$ cat config.mk
export PLATFORM = sky130hd
export DESIGN_NAME = down_counter_timer_flat
export DESIGN_NICKNAME = d
export VERILOG_FILES = /design/src/rtl/down_counter_timer_pkg.sv /design/src/rtl/down_counter_timer_if.sv /design/src/rtl/down_counter_timer_tick_prescaler.sv /design/src/rtl/down_counter_timer.sv /design/src/flat_wrapper.sv
export SDC_FILE = /design/constraint.sdc
export NUM_CORES = 1
export LEC_CHECK = 0
export CAP_MARGIN = 10
export CORE_AREA = 10 10 47 49
export DETAILED_ROUTE_END_ITERATION = 8
export DIE_AREA = 0 0 57 59
export DONT_BUFFER_PORTS = 1
export GPL_ROUTABILITY_DRIVEN = 0
export PLACE_DENSITY = 0.71
export SLEW_MARGIN = 20
export SYNTH_ARGS = -nofsm -noshare
export SYNTH_HDL_FRONTEND = slang
export SYNTH_SLANG_ARGS = --single-unit
$ cat constraint.sdc
create_clock -name clk -period 4.6 [get_ports clk]
set_input_delay 0.46 -clock clk [delete_from_list [all_inputs] [get_ports clk]]
set_output_delay 0.46 -clock clk [all_outputs]
set_load 0.02 [all_outputs]
$ cat src/rtl/down_counter_timer_pkg.sv
// Shared types and helpers for the loadable countdown timer.
package down_counter_timer_pkg;

  typedef enum logic [1:0] {
    StIdle,
    StLoaded,
    StRun,
    StDone
  } state_e;

  // A single-cycle prescaler still needs a one-bit register to be legal.
  function automatic int unsigned presc_width(input int unsigned prescale);
    return (prescale > 1) ? $clog2(prescale) : 1;
  endfunction

endpackage

$ cat src/rtl/down_counter_timer_if.sv
// Load port and status outputs of the countdown timer.
interface down_counter_timer_if #(
  parameter int unsigned WIDTH = 4
);
  logic             load_valid;
  logic             load_ready;
  logic [WIDTH-1:0] load_value;
  logic             start;
  logic             stop;
  logic [WIDTH-1:0] count;
  logic             busy;
  logic             tc;
  logic             done;

  modport master (
    output load_valid, load_value, start, stop,
    input  load_ready, count, busy, tc, done
  );

  modport slave (
    input  load_valid, load_value, start, stop,
    output load_ready, count, busy, tc, done
  );
endinterface

$ cat src/rtl/down_counter_timer_tick_prescaler.sv
// Divides clk by PRESCALE; tick is high in the last cycle of each enabled period.
module tick_prescaler #(
  parameter int unsigned PRESCALE = 1,
  parameter int unsigned CntW     = 1
) (
  input  logic clk,
  input  logic rst,
  input  logic clear_i,
  input  logic en_i,
  output logic tick_o
);

  logic [CntW-1:0] cnt_q, cnt_d;
  logic            at_end;

  assign at_end = (cnt_q == CntW'(PRESCALE - 1));
  assign tick_o = en_i && at_end;

  always_comb begin
    cnt_d = cnt_q;
    if (clear_i) begin
      cnt_d = '0;
    end else if (en_i) begin
      cnt_d = at_end ? '0 : cnt_q + CntW'(1);
    end
  end

  always_ff @(posedge clk) begin
    if (!rst) begin
      cnt_q <= '0;
    end else begin
      cnt_q <= cnt_d;
    end
  end

endmodule

$ cat src/rtl/down_counter_timer.sv
// Loadable countdown timer with tc pulse and sticky done.
// Define DOWN_COUNTER_TIMER_AUTO_RELOAD_EN to reload the last loaded value on terminal count.
module down_counter_timer
  import down_counter_timer_pkg::*;
#(
  parameter int unsigned WIDTH    = 4,
  parameter int unsigned PRESCALE = 1
) (
  input  logic                 clk,
  input  logic                 rst,
  down_counter_timer_if.slave  bus
);

  localparam int unsigned PsW = presc_width(PRESCALE);

  state_e           state_q, state_d;
  logic [WIDTH-1:0] count_q, count_d;
  logic             tc_q, tc_d;
  logic             done_q, busy_q, ready_q;
  logic             load_fire, tick, terminal;

  assign load_fire = bus.load_valid && ready_q;
  assign terminal  = tick && (count_q == WIDTH'(1));

  tick_prescaler #(
    .PRESCALE (PRESCALE),
    .CntW     (PsW)
  ) u_prescaler (
    .clk     (clk),
    .rst     (rst),
    .clear_i (state_q != StRun),
    .en_i    (state_q == StRun),
    .tick_o  (tick)
  );

`ifdef DOWN_COUNTER_TIMER_AUTO_RELOAD_EN
  logic [WIDTH-1:0] reload_q;

  always_ff @(posedge clk) begin
    if (!rst) begin
      reload_q <= '0;
    end else if (load_fire) begin
      reload_q <= bus.load_value;
    end
  end
`endif

  always_comb begin
    state_d = state_q;
    count_d = count_q;
    tc_d    = 1'b0;
    unique case (state_q)
      StIdle: begin
        if (load_fire) begin
          state_d = StLoaded;
          count_d = bus.load_value;
        end
      end
      StLoaded: begin
        if (load_fire) begin
          count_d = bus.load_value;
        end else if (bus.start && !bus.stop) begin
          if (count_q != '0) begin
            state_d = StRun;
          end else begin
            state_d = StDone;
            tc_d    = 1'b1;
          end
        end
      end
      StRun: begin
        // Terminal tick beats a concurrent stop; a plain stop beats an ordinary tick.
        if (terminal) begin
          tc_d    = 1'b1;
          count_d = '0;
          state_d = StDone;
`ifdef DOWN_COUNTER_TIMER_AUTO_RELOAD_EN
          if (reload_q != '0) begin
            count_d = reload_q;
            state_d = StRun;
          end
`endif
        end else if (bus.stop) begin
          state_d = StLoaded;
        end else if (tick) begin
          count_d = count_q - WIDTH'(1);
        end
      end
      StDone: begin
        count_d = '0;
        if (load_fire) begin
          state_d = StLoaded;
          count_d = bus.load_value;
        end
      end
      default: begin
        state_d = StIdle;
        count_d = '0;
      end
    endcase
  end

  always_ff @(posedge clk) begin
    if (!rst) begin
      state_q <= StIdle;
      count_q <= '0;
      tc_q    <= 1'b0;
      done_q  <= 1'b0;
      busy_q  <= 1'b0;
      ready_q <= 1'b1;
    end else begin
      state_q <= state_d;
      count_q <= count_d;
      tc_q    <= tc_d;
      done_q  <= (state_d == StDone);
      busy_q  <= (state_d == StRun);
      ready_q <= (state_d != StRun);
    end
  end

  assign bus.count      = count_q;
  assign bus.tc         = tc_q;
  assign bus.done       = done_q;
  assign bus.busy       = busy_q;
  assign bus.load_ready = ready_q;

endmodule

$ cat src/flat_wrapper.sv
// flat-port wrapper written by rule: the top's interface ports become plain ports
module down_counter_timer_flat import down_counter_timer_pkg::*;
#(
  parameter int unsigned WIDTH    = 4,
  parameter int unsigned PRESCALE = 1
)
  (clk, rst, bus_load_valid, bus_load_value, bus_start, bus_stop, bus_load_ready, bus_count, bus_busy, bus_tc, bus_done);
  down_counter_timer_if #(.WIDTH(WIDTH)) bus_i ();
  input  logic clk;
  input  logic rst;
  input wire logic [$bits(bus_i.load_valid)-1:0] bus_load_valid;
  input wire logic [$bits(bus_i.load_value)-1:0] bus_load_value;
  input wire logic [$bits(bus_i.start)-1:0] bus_start;
  input wire logic [$bits(bus_i.stop)-1:0] bus_stop;
  output wire logic [$bits(bus_i.load_ready)-1:0] bus_load_ready;
  output wire logic [$bits(bus_i.count)-1:0] bus_count;
  output wire logic [$bits(bus_i.busy)-1:0] bus_busy;
  output wire logic [$bits(bus_i.tc)-1:0] bus_tc;
  output wire logic [$bits(bus_i.done)-1:0] bus_done;
  assign bus_i.load_valid = bus_load_valid;
  assign bus_i.load_value = bus_load_value;
  assign bus_i.start = bus_start;
  assign bus_i.stop = bus_stop;
  assign bus_load_ready = bus_i.load_ready;
  assign bus_count = bus_i.count;
  assign bus_busy = bus_i.busy;
  assign bus_tc = bus_i.tc;
  assign bus_done = bus_i.done;
  down_counter_timer #(.WIDTH(WIDTH), .PRESCALE(PRESCALE)) u_core (.clk(clk), .rst(rst), .bus(bus_i));
endmodule
## Word-level counts from Yosys, hierarchy flattened

Index checks and enable logic that the tools add are counted.

| storage, ports and cells | value |
|---|---|
| register bits after elaboration | 11 |

| operators by class | value |
|---|---|
| add/sub/neg operators | 2 |
| equal/unequal tests | 11 |
| mux-type cells | 19 |
| bitwise logic cells | 2 |
| reduce and logical (&&, ||, !) cells | 11 |

Operators with widths:

| cell | number |
|---|---|
| $mux 4 | 5 |
| $pmux 4 s3 | 1 |
| $mux 2 | 5 |
| $eq 2x2->1 const B | 4 |
| $mux 1 | 6 |
| $pmux 2 s3 | 1 |
| $reduce_or 2->1 | 3 |
| $eq 4x1->1 const B | 1 |
| $logic_and 1x1->1 | 4 |
| $ne 2x2->1 const B | 2 |
| $reduce_bool 4->1 | 1 |
| $sub 4x1->4 const B | 1 |
| $ne 3x1->1 const B | 1 |
| $ne 3x2->1 const B | 1 |
| $reduce_and 3->1 | 1 |
| $eq 2x1->1 const B | 1 |
| $logic_not 2->1 | 1 |
| $ne 2x1->1 const B | 1 |
| $not 1->1 | 2 |
| $pmux 1 s2 | 1 |
| $add 1x1->1 const B | 1 |
| $logic_not 1->1 | 1 |

## Logic depth before layout (Yosys ltp)

| logic depth | value |
|---|---|
| depth in word-level cells | 6 |
| gate-level depth with buffers | 6 |
| depth with buffers taken out | 6 |

## Hierarchy

Synthesis repeated with hierarchy kept, for this count alone.

| unflattened totals | value |
|---|---|
| cells, all modules | 74 |
| area total of the unflattened synthesis | 660.6 um^2 |

By module, submodules not included:

| module | instances | cells each | area each (um^2) | seq. area each (um^2) |
|---|---|---|---|---|
| down_counter_timer | 1 | 73 | 653.1 | 200.2 |
| tick_prescaler | 1 | 1 | 7.5 | 0.0 |

## Worst setup path before layout

OpenSTA, ideal clock, no wires.

| path | value |
|---|---|
| kind | reg2reg |
| start | register u_core.count_q[1], in the netlist u_core.bus.count[1] |
| end | register u_core.ready_q, in the netlist u_core.bus.load_ready |
| setup time | 0.127 ns |
| arrival time | 1.662 ns |
| data required time | 4.473 ns |
| path slack | 2.812 ns |
| stages on the path, launching flop included | 7 |
| cell sequence | dfxtp_1 inv_1 ha_1 nor3b_1 o311ai_1 o211ai_1 or3_1 |

| between the ends | value |
|---|---|
| cells in the longest elaborated chain, start to end | 6 |

Ends and longest elaborated chain:

| what | RTL line | RTL |
|---|---|---|
| from (decl) | down_counter_timer.sv:17 | `logic [WIDTH-1:0] count_q, count_d;` |
| from (signal assigned) | down_counter_timer.sv:113 | `count_q <= count_d;` |
| $reduce_bool 4->1 | down_counter_timer.sv:63 | `if (count_q != '0) begin` |
| $mux 1 | down_counter_timer.sv:63 |  |
| $mux 2 | down_counter_timer.sv:62 | `end else if (bus.start && !bus.stop) begin` |
| $mux 2 | down_counter_timer.sv:60 | `if (load_fire) begin` |
| $pmux 2 s3 (*) | down_counter_timer.sv:52 | `unique case (state_q)` |
| $ne 2x2->1 (*) | down_counter_timer.sv:117 | `ready_q <= (state_d != StRun);` |
| to (signal assigned) | down_counter_timer.sv:117 |  |
| to (decl) | down_counter_timer.sv:19 | `logic done_q, busy_q, ready_q;` |

Every way passes the cells marked *; elsewhere a longest branch is shown, timed or not.
A chain may end at the register's enable or synchronous reset.

## Worst setup path in the final report

| path | value |
|---|---|
| start | register u_core.state_q[0] |
| end | register u_core.ready_q, in the netlist u_core.bus.load_ready |

| between the ends | value |
|---|---|
| cells in the longest elaborated chain, start to end | 6 |

Ends and longest elaborated chain:

| what | RTL line | RTL |
|---|---|---|
| from (decl) | down_counter_timer.sv:16 | `state_e state_q, state_d;` |
| from (signal assigned) | down_counter_timer.sv:105 | `state_q <= StIdle;` |
| from (signal assigned) | down_counter_timer.sv:112 | `state_q <= state_d;` |
| $eq 2x2->1 | down_counter_timer.sv:32, down_counter_timer.sv:52 |  |
| $logic_and 1x1->1 | down_counter_timer_tick_prescaler.sv:17 | `assign tick_o = en_i && at_end;` |
| $logic_and 1x1->1 | down_counter_timer.sv:23 | `assign terminal = tick && (count_q == WIDTH'(1));` |
| $mux 2 | down_counter_timer.sv:73 | `if (terminal) begin` |
| $pmux 2 s3 (*) | down_counter_timer.sv:52 |  |
| $ne 2x2->1 (*) | down_counter_timer.sv:117 |  |

Marked as above.

==> flow_summary.toml <==
[floorplan]
start_util_pct = 44.6
core_um2 = 1400
fp-row-count = 14
fp.dieH_um = 59
die-area_um2 = 3360
die_x_um = 57
ios = 17

[global_route]
grt.total_usage_pct = 9.04
grt_pass1_wl_um = 2470
grt-ovfl-total = 0
grt_pass1_vias = 531
antenna_found_initial = 0
grt_max_degree = 12

[power_and_ir_drop]
seqPwrFrac_pct = 44.8
leakage_nw = 0.265
p_per_area_nw_per_um2 = 347
power_mw = 0.235
p_int_mw = 0.163
clock_power_share_pct = 34.8
vdd_drop_max_mv = 0.227
combPwrFrac_pct = 20.4
netSwitchingPower_mw = 0.0717
p_sw_share_pct = 30.5

[placement]
dpl_cell_area_um2 = 639
preCtsSetupSlack_ns = 2.61
place.port_buffers = 0
dp_hpwl_um = 1140

[cts]
root_buffer = "clkbuf_4"
cts_hold_repair.buffers = 0
cts_buffers = 3
cts.sink_count = 10
clock_latency_ns = 0.28
clk_path_buf_depth = 2
cts_tree = "done"
postCtsResizedCells = 0
post_cts_buffers = 0
htreeDepth = 1
path_clk_slew_ns = 0.08

[job]
maxCapViolCount = 0

[status]
status = "completed"

[cells_and_area]
multi_input_area_um2 = 393
ff_latch_area_um2 = 200
final_nets = 91
final_cell_area_um2 = 676
drive_gt1_share_pct = 10.7
area_growth_pct = 8.22
fill_cells = 146
antenna_cells = 0

[timing]
clock.fmax_mhz = 490
finalSetupTns_ns = 0
finalSetupViolCount = 0
maxSlewHeadroom_pct = 67.1
drv_slew = 0
fin_crit_ns = 2.04
tightestPinTransition_ns = 0.488
hold_viol = 0
finalWorstSetupSlack_ns = 2.56
rsz0062_at_grt = "no"
fin_worst_skew_ns = 0.0127
period_share_pct = 44.3

[worst_setup_path]
worstPathRequired_ns = 4.75
path_cells = "inv_1 -> ha_1 -> nor4bb_1 -> a2111oi_0 -> a2bb2oi_1 -> or3_1"
arrival_ns = 2.19
critPathLaunchType = "register"
worstSetupPathType = "register to register"
crit_path_end_kind = "register"
cpMaxStageDelayCell = "ha_1"
cp_slowest_stage_delay_ns = 0.40
cp_max_fo = 11
crit_buf_inv = 1
critical_path.top_delay_family = "simple AND/OR/NAND/NOR gates"

[detailed_routing]
drt_drc_violations_left = 0
vias = 536
routed_wl_um = 1500
drt_iter0_markers = 7
routed_via_density = 5.89
wl_per_cell_um = 16.4
ant_nets = 0
dr.pass1.iters = 4

[yosys]
yosysWarnings = 0
ys_ff_latch = 10
synth.area.top_cells = "dfxtp_1, ha_1, a21oi_1, inv_1, nor2_1"
synth_nets = 87
syn_area_um2 = 624
synth_top_area_cell = "dfxtp_1"
synth_seq_area_share_pct = 32.1
synth_top_cell_area_share_pct = 32.1
syn_avg_cell_area_um2 = 8.67
yosysUniqueCellTypes = 31
synthCells = 72

[hold_path]
hold_class = "primary input to register"
[sequential cells by signal (all words and copies together) (netlist names)]
register               cells
u_core.bus.tc              1
u_core.state_q             2
u_core.bus.load_ready      1
u_core.bus.done            1
u_core.bus.busy            1
u_core.bus.count           4
[power groups by stage]
stage	registers, mW	logic, mW	clock network, mW
final	0.105	0.0479	0.0818
after global routing	0.106	0.0547	0.0865
after CTS	0.105	0.0478	0.0836
after detailed placement	0.107	0.0476	0
after global placement	0.107	0.0470	0
after floorplan	0.105	0.0403	0
[stage by stage]
step,hold slack (ns),cells,util (%)
4_1_cts,0.292,91,48.2
6_report,0.297,91,48.2
5_1_grt,0.306,91,48.2
3_5_place_dp,0.591,87,45.6
2_1_floorplan,0.583,72,-
3_3_place_gp,0.593,87,45.6
[cell type report]
type	count	share of cell area, %
Sequential cell	10	29.6
Tap cell	16	2.96
Inverter	7	3.89
Clock buffer	4	5.37
Multi-Input combinational cell	54	58.1
[cells in the mapped netlist, drive strengths merged]
master   instances
a32oi            1
or3b             1
o21a             1
a32o             1
nand2b           1
and3b            1
nor4bb           1
o311ai           1
a21oi            7
mux2             1
buf              1
o211ai           1
a31oi            1
a211oi           2
o21ai            2
nand2            4
or3              1
ha               6
nor3b            1
nand3            1
nor2             7
a22oi            1
nand4            1
a2bb2oi          2
nor3             3
a2111oi          1
inv              7
dfxtp           10
a31o             1
o211a            1
nor2b            2
[worst paths after layout]
check,start,end,slack (ns),cells after the start
worst max register to register,u_core.state_q[0],u_core.bus.load_ready,2.56,6
worst min register to register,u_core.bus.count[1],u_core.bus.count[1],0.65,2
worst max-delay path,u_core.state_q[0],u_core.bus.load_ready,2.56,6
worst min-delay path,rst,u_core.bus.tc,0.30,2
[routing by layer]
| layer | track usage (%) | vias up | routed length, um |
|---|---|---|---|
| li1 | - | 272 | - |
| met1 | 9.17 | 251 | 627 |
| met2 | 14.4 | 13 | 705 |
| met3 | 6.87 | 0 | 162 |
| met4 | 2.35 | 0 | 0 |
| met5 | 0 | - | 0 |
[layout by cell type, fill, tap and decap left out, drive strengths merged, types with 2 or more instances in the layout]
cell type  count
dfxtp         10
inv            7
nor2           7
a21oi          7
ha             6
nand2          4
clkbuf         4
nor3           3
a2bb2oi        2
o21ai          2
a211oi         2
nor2b          2
[cells by family (layout without fill, tap and decap cells)]
| logic type | count (synthesis) | in the layout | share of synthesized area (%) |
|---|---|---|---|
| and+or+nand+nor | 24 | 24 | 20.8 |
| AOI/OAI and AO/OA | 23 | 23 | 28.3 |
| DFF | 10 | 10 | 32.1 |
| buffers and inverters | 8 | 11 | 5.01 |
| adders and majority gates | 6 | 6 | 12.0 |
| muxes | 1 | 1 | 1.80 |
(Power assumes the default switching activity.)
